<file path="config.mk">
export PLATFORM = sky130hd
export DESIGN_NAME = dd_led_rx
export DESIGN_NICKNAME = d
export VERILOG_FILES = /design/src/rtl/dd_led_rx.sv
export SDC_FILE = /design/constraint.sdc
export NUM_CORES = 1
export LEC_CHECK = 0
export ABC_AREA = 1
export ABC_CLOCK_PERIOD_IN_PS = 5900
export BUFFER_PORTS_ARGS = -buffer_cell sky130_fd_sc_hd__buf_2
export CAP_MARGIN = 30
export CORE_UTILIZATION = 56
export DETAILED_ROUTE_END_ITERATION = 10
export GPL_TIMING_DRIVEN = 0
export PLACE_DENSITY = 0.78
export SYNTH_ARGS = -nofsm -noshare
export SYNTH_HDL_FRONTEND = slang
export SYNTH_SLANG_ARGS = --single-unit
</file>
<file path="constraint.sdc">
create_clock -name clock -period 5.9 [get_ports clock]
set_clock_uncertainty 0.1 [all_clocks]
set_input_delay 0.59 -clock clock [delete_from_list [all_inputs] [get_ports clock]]
set_output_delay 0.59 -clock clock [all_outputs]
set_load 0.02 [all_outputs]
</file>
<file path="src/rtl/dd_led_rx.sv">
// One-wire LED stream receiver: measures high-pulse widths, recovers MSB-first pixel
// words, presents them on a valid/ready port and reports frame latches and line errors.
module dd_led_rx #(
    parameter int N_LEDS       = 64,
    parameter int BITS_PER_LED = 24,
    parameter int T_GLITCH     = 10,
    parameter int T_THRESH     = 60,
    parameter int T_STUCK      = 200,
    parameter int T_RESET      = 5000,
    localparam int IDX_W       = $clog2(N_LEDS)
) (
    input  logic                    clock,
    input  logic                    reset,
    input  logic                    data_rx,
    output logic [BITS_PER_LED-1:0] pixel_data,
    output logic [IDX_W-1:0]        pixel_index,
    output logic                    pixel_valid,
    input  logic                    pixel_ready,
    output logic                    frame_done,
    output logic [15:0]             frame_count,
    output logic [IDX_W:0]          pixels_in_frame,
    output logic                    err_short,
    output logic                    err_stuck,
    output logic                    err_partial,
    output logic                    err_overflow,
    output logic                    err_excess,
    input  logic                    err_clear
);

    localparam int CNT_W = $clog2(T_RESET + 1);
    localparam int BIT_W = $clog2(BITS_PER_LED + 1);
    localparam int PIX_W = IDX_W + 1;

    localparam logic [CNT_W-1:0] CNT_ONE     = CNT_W'(1);
    localparam logic [CNT_W-1:0] CNT_MAX     = {CNT_W{1'b1}};
    localparam logic [CNT_W-1:0] GLITCH_C    = CNT_W'(T_GLITCH);
    localparam logic [CNT_W-1:0] THRESH_C    = CNT_W'(T_THRESH);
    localparam logic [CNT_W-1:0] STUCK_LAST  = CNT_W'(T_STUCK - 1);
    localparam logic [CNT_W-1:0] RESET_LAST  = CNT_W'(T_RESET - 1);
    localparam logic [BIT_W-1:0] BITS_LAST   = BIT_W'(BITS_PER_LED - 1);
    localparam logic [PIX_W-1:0] PIX_LIMIT   = PIX_W'(N_LEDS);

    typedef enum logic [1:0] {
        ST_SYNC = 2'd0,
        ST_IDLE = 2'd1,
        ST_HIGH = 2'd2,
        ST_LOW  = 2'd3
    } state_t;

    // Sticky flag update: a new set event takes priority over a clear in the same cycle.
    function automatic logic sticky_next(input logic cur, input logic set, input logic clr);
        return set | (cur & ~clr);
    endfunction

    logic                    sync1_q, sync2_q, prev_q;
    state_t                  state_q, state_d;
    logic [CNT_W-1:0]        cnt_q, cnt_d;
    logic [BITS_PER_LED-1:0] shift_q, shift_d;
    logic [BIT_W-1:0]        bit_cnt_q, bit_cnt_d;
    logic [PIX_W-1:0]        pix_cnt_q, pix_cnt_d;
    logic [BITS_PER_LED-1:0] data_q, data_d;
    logic [IDX_W-1:0]        index_q, index_d;
    logic                    valid_q, valid_d;
    logic                    frame_done_q, frame_done_d;
    logic [15:0]             frame_count_q, frame_count_d;
    logic [PIX_W-1:0]        pif_q, pif_d;
    logic                    short_q, short_d, stuck_q, stuck_d, partial_q, partial_d;
    logic                    over_q, over_d, excess_q, excess_d;

    logic                    line_s, rise_s, fall_s;
    logic [CNT_W-1:0]        cnt_inc_s;
    logic                    word_done_s, load_s, latch_s;
    logic                    set_short_s, set_stuck_s, set_partial_s, set_over_s, set_excess_s;

    assign line_s    = sync2_q;
    assign rise_s    = sync2_q & ~prev_q;
    assign fall_s    = ~sync2_q & prev_q;
    assign cnt_inc_s = (cnt_q == CNT_MAX) ? cnt_q : cnt_q + CNT_ONE;

    // Line decoder: width measurement, bit recovery and frame/latch tracking.
    always_comb begin
        state_d       = state_q;
        cnt_d         = cnt_q;
        shift_d       = shift_q;
        bit_cnt_d     = bit_cnt_q;
        word_done_s   = 1'b0;
        latch_s       = 1'b0;
        set_short_s   = 1'b0;
        set_stuck_s   = 1'b0;
        set_partial_s = 1'b0;
        case (state_q)
            ST_SYNC: begin
                if (line_s) begin
                    cnt_d = '0;
                end else if (cnt_q >= RESET_LAST) begin
                    state_d = ST_IDLE;
                    cnt_d   = '0;
                end else begin
                    cnt_d = cnt_inc_s;
                end
            end
            ST_IDLE: begin
                if (rise_s) begin
                    state_d = ST_HIGH;
                    cnt_d   = CNT_ONE;
                end else begin
                    cnt_d = '0;
                end
            end
            ST_HIGH: begin
                if (fall_s) begin
                    if (cnt_q < GLITCH_C) begin
                        set_short_s = 1'b1;
                        state_d     = ST_SYNC;
                        cnt_d       = '0;
                        shift_d     = '0;
                        bit_cnt_d   = '0;
                    end else begin
                        shift_d = {shift_q[BITS_PER_LED-2:0], (cnt_q >= THRESH_C)};
                        state_d = ST_LOW;
                        cnt_d   = CNT_ONE;
                        if (bit_cnt_q == BITS_LAST) begin
                            word_done_s = 1'b1;
                            bit_cnt_d   = '0;
                        end else begin
                            bit_cnt_d = bit_cnt_q + 1'b1;
                        end
                    end
                end else if (cnt_q >= STUCK_LAST) begin
                    set_stuck_s = 1'b1;
                    state_d     = ST_SYNC;
                    cnt_d       = '0;
                    shift_d     = '0;
                    bit_cnt_d   = '0;
                end else begin
                    cnt_d = cnt_inc_s;
                end
            end
            ST_LOW: begin
                if (rise_s) begin
                    state_d = ST_HIGH;
                    cnt_d   = CNT_ONE;
                end else if (cnt_q >= RESET_LAST) begin
                    latch_s       = 1'b1;
                    set_partial_s = (bit_cnt_q != '0);
                    state_d       = ST_IDLE;
                    cnt_d         = '0;
                    shift_d       = '0;
                    bit_cnt_d     = '0;
                end else begin
                    cnt_d = cnt_inc_s;
                end
            end
            default: begin
                state_d = ST_SYNC;
                cnt_d   = '0;
            end
        endcase
    end

    // Output register, pixel accounting, frame statistics and sticky error flags.
    always_comb begin
        load_s       = word_done_s && (pix_cnt_q < PIX_LIMIT);
        set_excess_s = word_done_s && !(pix_cnt_q < PIX_LIMIT);
        set_over_s   = load_s && valid_q && !pixel_ready;
        data_d       = data_q;
        index_d      = index_q;
        valid_d      = valid_q;
        pix_cnt_d    = pix_cnt_q;
        if (latch_s) begin
            pix_cnt_d = '0;
        end else if (load_s) begin
            pix_cnt_d = pix_cnt_q + 1'b1;
        end else begin
            pix_cnt_d = pix_cnt_q;
        end
        if (load_s) begin
            data_d  = shift_d;
            index_d = pix_cnt_q[IDX_W-1:0];
            valid_d = 1'b1;
        end else if (valid_q && pixel_ready) begin
            valid_d = 1'b0;
        end else begin
            valid_d = valid_q;
        end
        frame_done_d  = latch_s;
        frame_count_d = latch_s ? frame_count_q + 16'd1 : frame_count_q;
        pif_d         = latch_s ? pix_cnt_q : pif_q;
        short_d       = sticky_next(short_q,   set_short_s,   err_clear);
        stuck_d       = sticky_next(stuck_q,   set_stuck_s,   err_clear);
        partial_d     = sticky_next(partial_q, set_partial_s, err_clear);
        over_d        = sticky_next(over_q,    set_over_s,    err_clear);
        excess_d      = sticky_next(excess_q,  set_excess_s,  err_clear);
    end

    // State registers, including the two-flop synchronizer and edge-detect stage.
    always_ff @(posedge clock or posedge reset) begin
        if (reset) begin
            sync1_q       <= 1'b0;
            sync2_q       <= 1'b0;
            prev_q        <= 1'b0;
            state_q       <= ST_SYNC;
            cnt_q         <= '0;
            shift_q       <= '0;
            bit_cnt_q     <= '0;
            pix_cnt_q     <= '0;
            data_q        <= '0;
            index_q       <= '0;
            valid_q       <= 1'b0;
            frame_done_q  <= 1'b0;
            frame_count_q <= 16'd0;
            pif_q         <= '0;
            short_q       <= 1'b0;
            stuck_q       <= 1'b0;
            partial_q     <= 1'b0;
            over_q        <= 1'b0;
            excess_q      <= 1'b0;
        end else begin
            sync1_q       <= data_rx;
            sync2_q       <= sync1_q;
            prev_q        <= sync2_q;
            state_q       <= state_d;
            cnt_q         <= cnt_d;
            shift_q       <= shift_d;
            bit_cnt_q     <= bit_cnt_d;
            pix_cnt_q     <= pix_cnt_d;
            data_q        <= data_d;
            index_q       <= index_d;
            valid_q       <= valid_d;
            frame_done_q  <= frame_done_d;
            frame_count_q <= frame_count_d;
            pif_q         <= pif_d;
            short_q       <= short_d;
            stuck_q       <= stuck_d;
            partial_q     <= partial_d;
            over_q        <= over_d;
            excess_q      <= excess_d;
        end
    end

    assign pixel_data      = data_q;
    assign pixel_index     = index_q;
    assign pixel_valid     = valid_q;
    assign frame_done      = frame_done_q;
    assign frame_count     = frame_count_q;
    assign pixels_in_frame = pif_q;
    assign err_short       = short_q;
    assign err_stuck       = stuck_q;
    assign err_partial     = partial_q;
    assign err_overflow    = over_q;
    assign err_excess      = excess_q;

endmodule

</file>
==> metrics.md <==
| Metric | Value |
|---|---|
| Ys flop type | `dfrtp_1` |
| Pwr per Cell Area | `265 nW/um2` |
| CTS resizes | `0` |
| Post-layout min period | `1.99 ns` |
| Fillers | `840` |
| Die Wd | `106 um` |
| Nets | `826` |
| RR Startpoint | `cnt_q[1]` |
| Post-detailed-route wirelength per cell | `14.9 um` |
| CP max stage cell | `dfrtp_1` |
| Worst Max-Slew Pin Slew | `0.691 ns` |
| Tcrit/Tclk final | `33.8%` |
| Syn Std Cell Area | `6050 um2` |
| Final HPWL from detailed placement | `9.81 mm` |
| Sequential fraction of the synthesis area | `47.2%` |
| Endpoints failing setup | `0` |
| Die Y | `106 um` |
| Reg area | `2850 um2` |
| Share of synthesized registers carrying an async set or reset | `100%` |
| Clock Path Buffers | `2` |
| I/O pin total | `65` |
| H-tree levels | `4` |
| WL final | `14.4 mm` |
| Rows | `37` |
| RSZ-0062 raised after global routing | `false` |
| Average cell area after synthesis | `8.26 um2` |
| ANT nets after route | `0` |
| Max Cap Viol | `0` |
| Setup_tns | `0 ns` |
| Multi-input logic area | `2760 um2` |
| WHS | `0.0727 ns` |
| Clock latency on the worst-skew pair | `0.53 ns` |
| Final Hold Fails | `0` |
| Synthesized Nets | `742` |
| Cell variety after synth | `40` |
| CP startpoint kind | `flop` |
| Clock transition at the registers of the reported paths | `0.06 ns` |
| Initial antenna violation count | `0` |
| Max rail drop VDD | `0.180 mV` |
| # diodes | `0` |
| P_leak | `3.80 nW` |
| CTS Buf Count | `17` |
| Yosys warns | `0` |
| Kind of critical path | `flop to flop` |
| Max Slew Vio Count | `0` |
| RD Place Congestion | `0.855` |
| Core outline area | `10400 um2` |
| Post-CTS Hold Fix Bufs | `0` |
| WP data required | `6.22 ns` |
| Clk root buf | `clkbuf_8` |
| Router iterations before antenna repair | `6` |
| Peak Freq | `502 MHz` |
| CP Capture Type | `flop` |
| Finished layout cell area | `7190 um2` |
| Vias in the first global route | `5156` |
| First-pass GRT wire length | `24.5 mm` |
| Placed inst area | `6570 um2` |
| Slew margin rel. | `54.0%` |
| Largest net degree at the start of global routing | `63` |
| Most used cell, CP | `nand2_1` |
| Slowest stage delay, CP | `0.43 ns` |
| GR Overflow Total | `0` |
| Starting Density | `58.1%` |
| Post-Syn Instances | `732` |
| CP max FO | `10` |
| CTS Sinks | `114` |
| Die area | `11200 um2` |
| Crit path arrival time | `2.31 ns` |
| TritonCTS clock tree | `built` |
| Via-to-Cell Ratio | `5.41` |
| Share of layout cells above drive strength 1 | `23.8%` |
| Worst Hold Class | `input pin to async pin` |
| Worst setup path start | `cnt_q[1]` |
| Remaining DRCs | `0` |
| All-Layer GR Usage | `27.9%` |
| Crit path cell chain | `ha_1 -> nand3_1 -> nor2_1 -> nand2_1 -> nand3_4 -> buf_4 -> nor2_1 -> nand2_1 -> nand3_1 -> nand2_1 -> nand2_1` |
| PortBufs | `64` |
| Worst Reg-to-Reg Cells | `11` |
| DRT iter0 DRCs | `374` |
| Post-CTS Setup Bufs | `0` |
| DR vias | `5217` |
| Status | `finished, final reports clean` |
| Seq cells post-synth | `114` |
| Layout Area Growth over Synthesis | `18.8%` |
| Post-synth EDFFs | `0` |
Yosys cell counts (2+ instances only):
cell,instances,share of area [%]
ha_1,5,1.0
nand3_1,71,5.9
nand3b_1,2,0.25
nand3_2,11,1.8
dfrtp_1,114,47
and2_1,3,0.31
o21ai_2,12,1.7
buf_6,7,1.3
nand3_4,3,0.87
inv_2,8,0.50
o21ai_1,10,0.83
o21ai_0,21,1.7
xor2_1,23,3.3
nand2_1,236,15
nor4_1,2,0.21
a21oi_1,5,0.41
nand4_1,15,1.6
nand2_4,3,0.56
o22ai_1,3,0.31
nor2_4,5,0.93
nor3_1,5,0.41
xnor2_1,6,0.87
buf_4,3,0.37
nor2_1,48,3.0
buf_2,11,0.91
nor2_2,9,0.93
nand2_2,23,2.4
clkbuf_1,4,0.25
inv_1,53,3.3
path summary, 6_finish.rpt:
kind	endpoint	slack, ns
setup reg to reg	pixel_data[8]	3.91
setup / recovery	pixel_data[8]	3.91
hold / removal	frame_count[8]	0.07
min in group clock	sync1_q	0.07
hold reg to reg	line_s	0.26
max in group asynchronous	pixel_data[2]	4.89
power breakdown:
| group | switching [mW] | total (mW) | internal (mW) |
|---|---|---|---|
| clock | 0.358 | 1.07 | 0.716 |
| sequential | 0.00372 | 0.789 | 0.785 |
| combinational | 0.0317 | 0.0409 | 0.00919 |
through the flow:
| step | instances | setup WS (ns) | power (mW) | util (%) |
|---|---|---|---|---|
| finish | 964 | 3.91 | 1.90 | 69.0 |
| detailed placement | 933 | 3.93 | 0.844 | 63.1 |
| global placement | 932 | 0.985 | 0.841 | 62.8 |
| global route | 964 | 3.71 | 1.95 | 69.0 |
| CTS | 964 | 3.90 | 1.92 | 69.0 |
| floorplan | 732 | 2.19 | 0.830 | - |
final cells by class:
type / instances / share of cell area, %
buffer: 27 / 2.87
clock inverter: 9 / 2.14
timing repair buffer: 65 / 4.84
multi-input combinational: 529 / 38.4
clock buffer: 22 / 6.44
tap: 136 / 2.37
inverter: 62 / 3.27
sequential: 114 / 39.7
per-layer routing:
layer	routed length [um]	track usage (%)
met1	6160	35.0
met3	951	7.17
met4	265	11.0
met5	0	0
met2	7030	46.4
cell usage in the layout (no fill, tap or decap), types with 3 or more instances in the layout:
cell type / n
nor2_2: 9
inv_2: 8
a21oi_1: 5
nor2_1: 48
buf_4: 3
o21ai_0: 21
buf_2: 75
nand2_4: 3
dfrtp_1: 114
inv_1: 52
xor2_1: 23
ha_1: 5
nand4_1: 15
nor3_1: 5
o21ai_1: 10
nand3_2: 11
clkbuf_1: 6
o21ai_2: 12
bufinv_16: 4
nor2_4: 5
and2_1: 3
clkbuf_8: 4
nand2_2: 23
nand2_1: 236
nand3_4: 3
clkbuf_16: 16
nand3_1: 71
xnor2_1: 6
buf_6: 7
o22ai_1: 3
state kept, by name (all words and copies together), names as in the netlist, 2 cells and up:
name             cells
pixel_data          24
shift_q             24
frame_count         16
cnt_q               13
pix_cnt_q            7
pixels_in_frame      7
pixel_index          6
bit_cnt_q            5
state_q              2
cells by family (layout without fill, tap and decap cells):
group	Yosys count	after routing	share of synthesized area [%]
simple gates	439	439	34.5
xor+xnor	29	29	4.20
mux	1	1	0.166
fa+ha+maj	5	5	1.03
buf+inv	89	185	7.26
flops	114	114	47.2
compound gates	55	55	5.63
worst max-delay path, delay by kind of cell, from the launching register on:
kind	cells	cell delay, ns
adders and majority gates	1	0.25
DFF	1	0.43
buffers and inverters	1	0.21
and+or+nand+nor	9	0.89
Power figures use the tool's default switching activity.
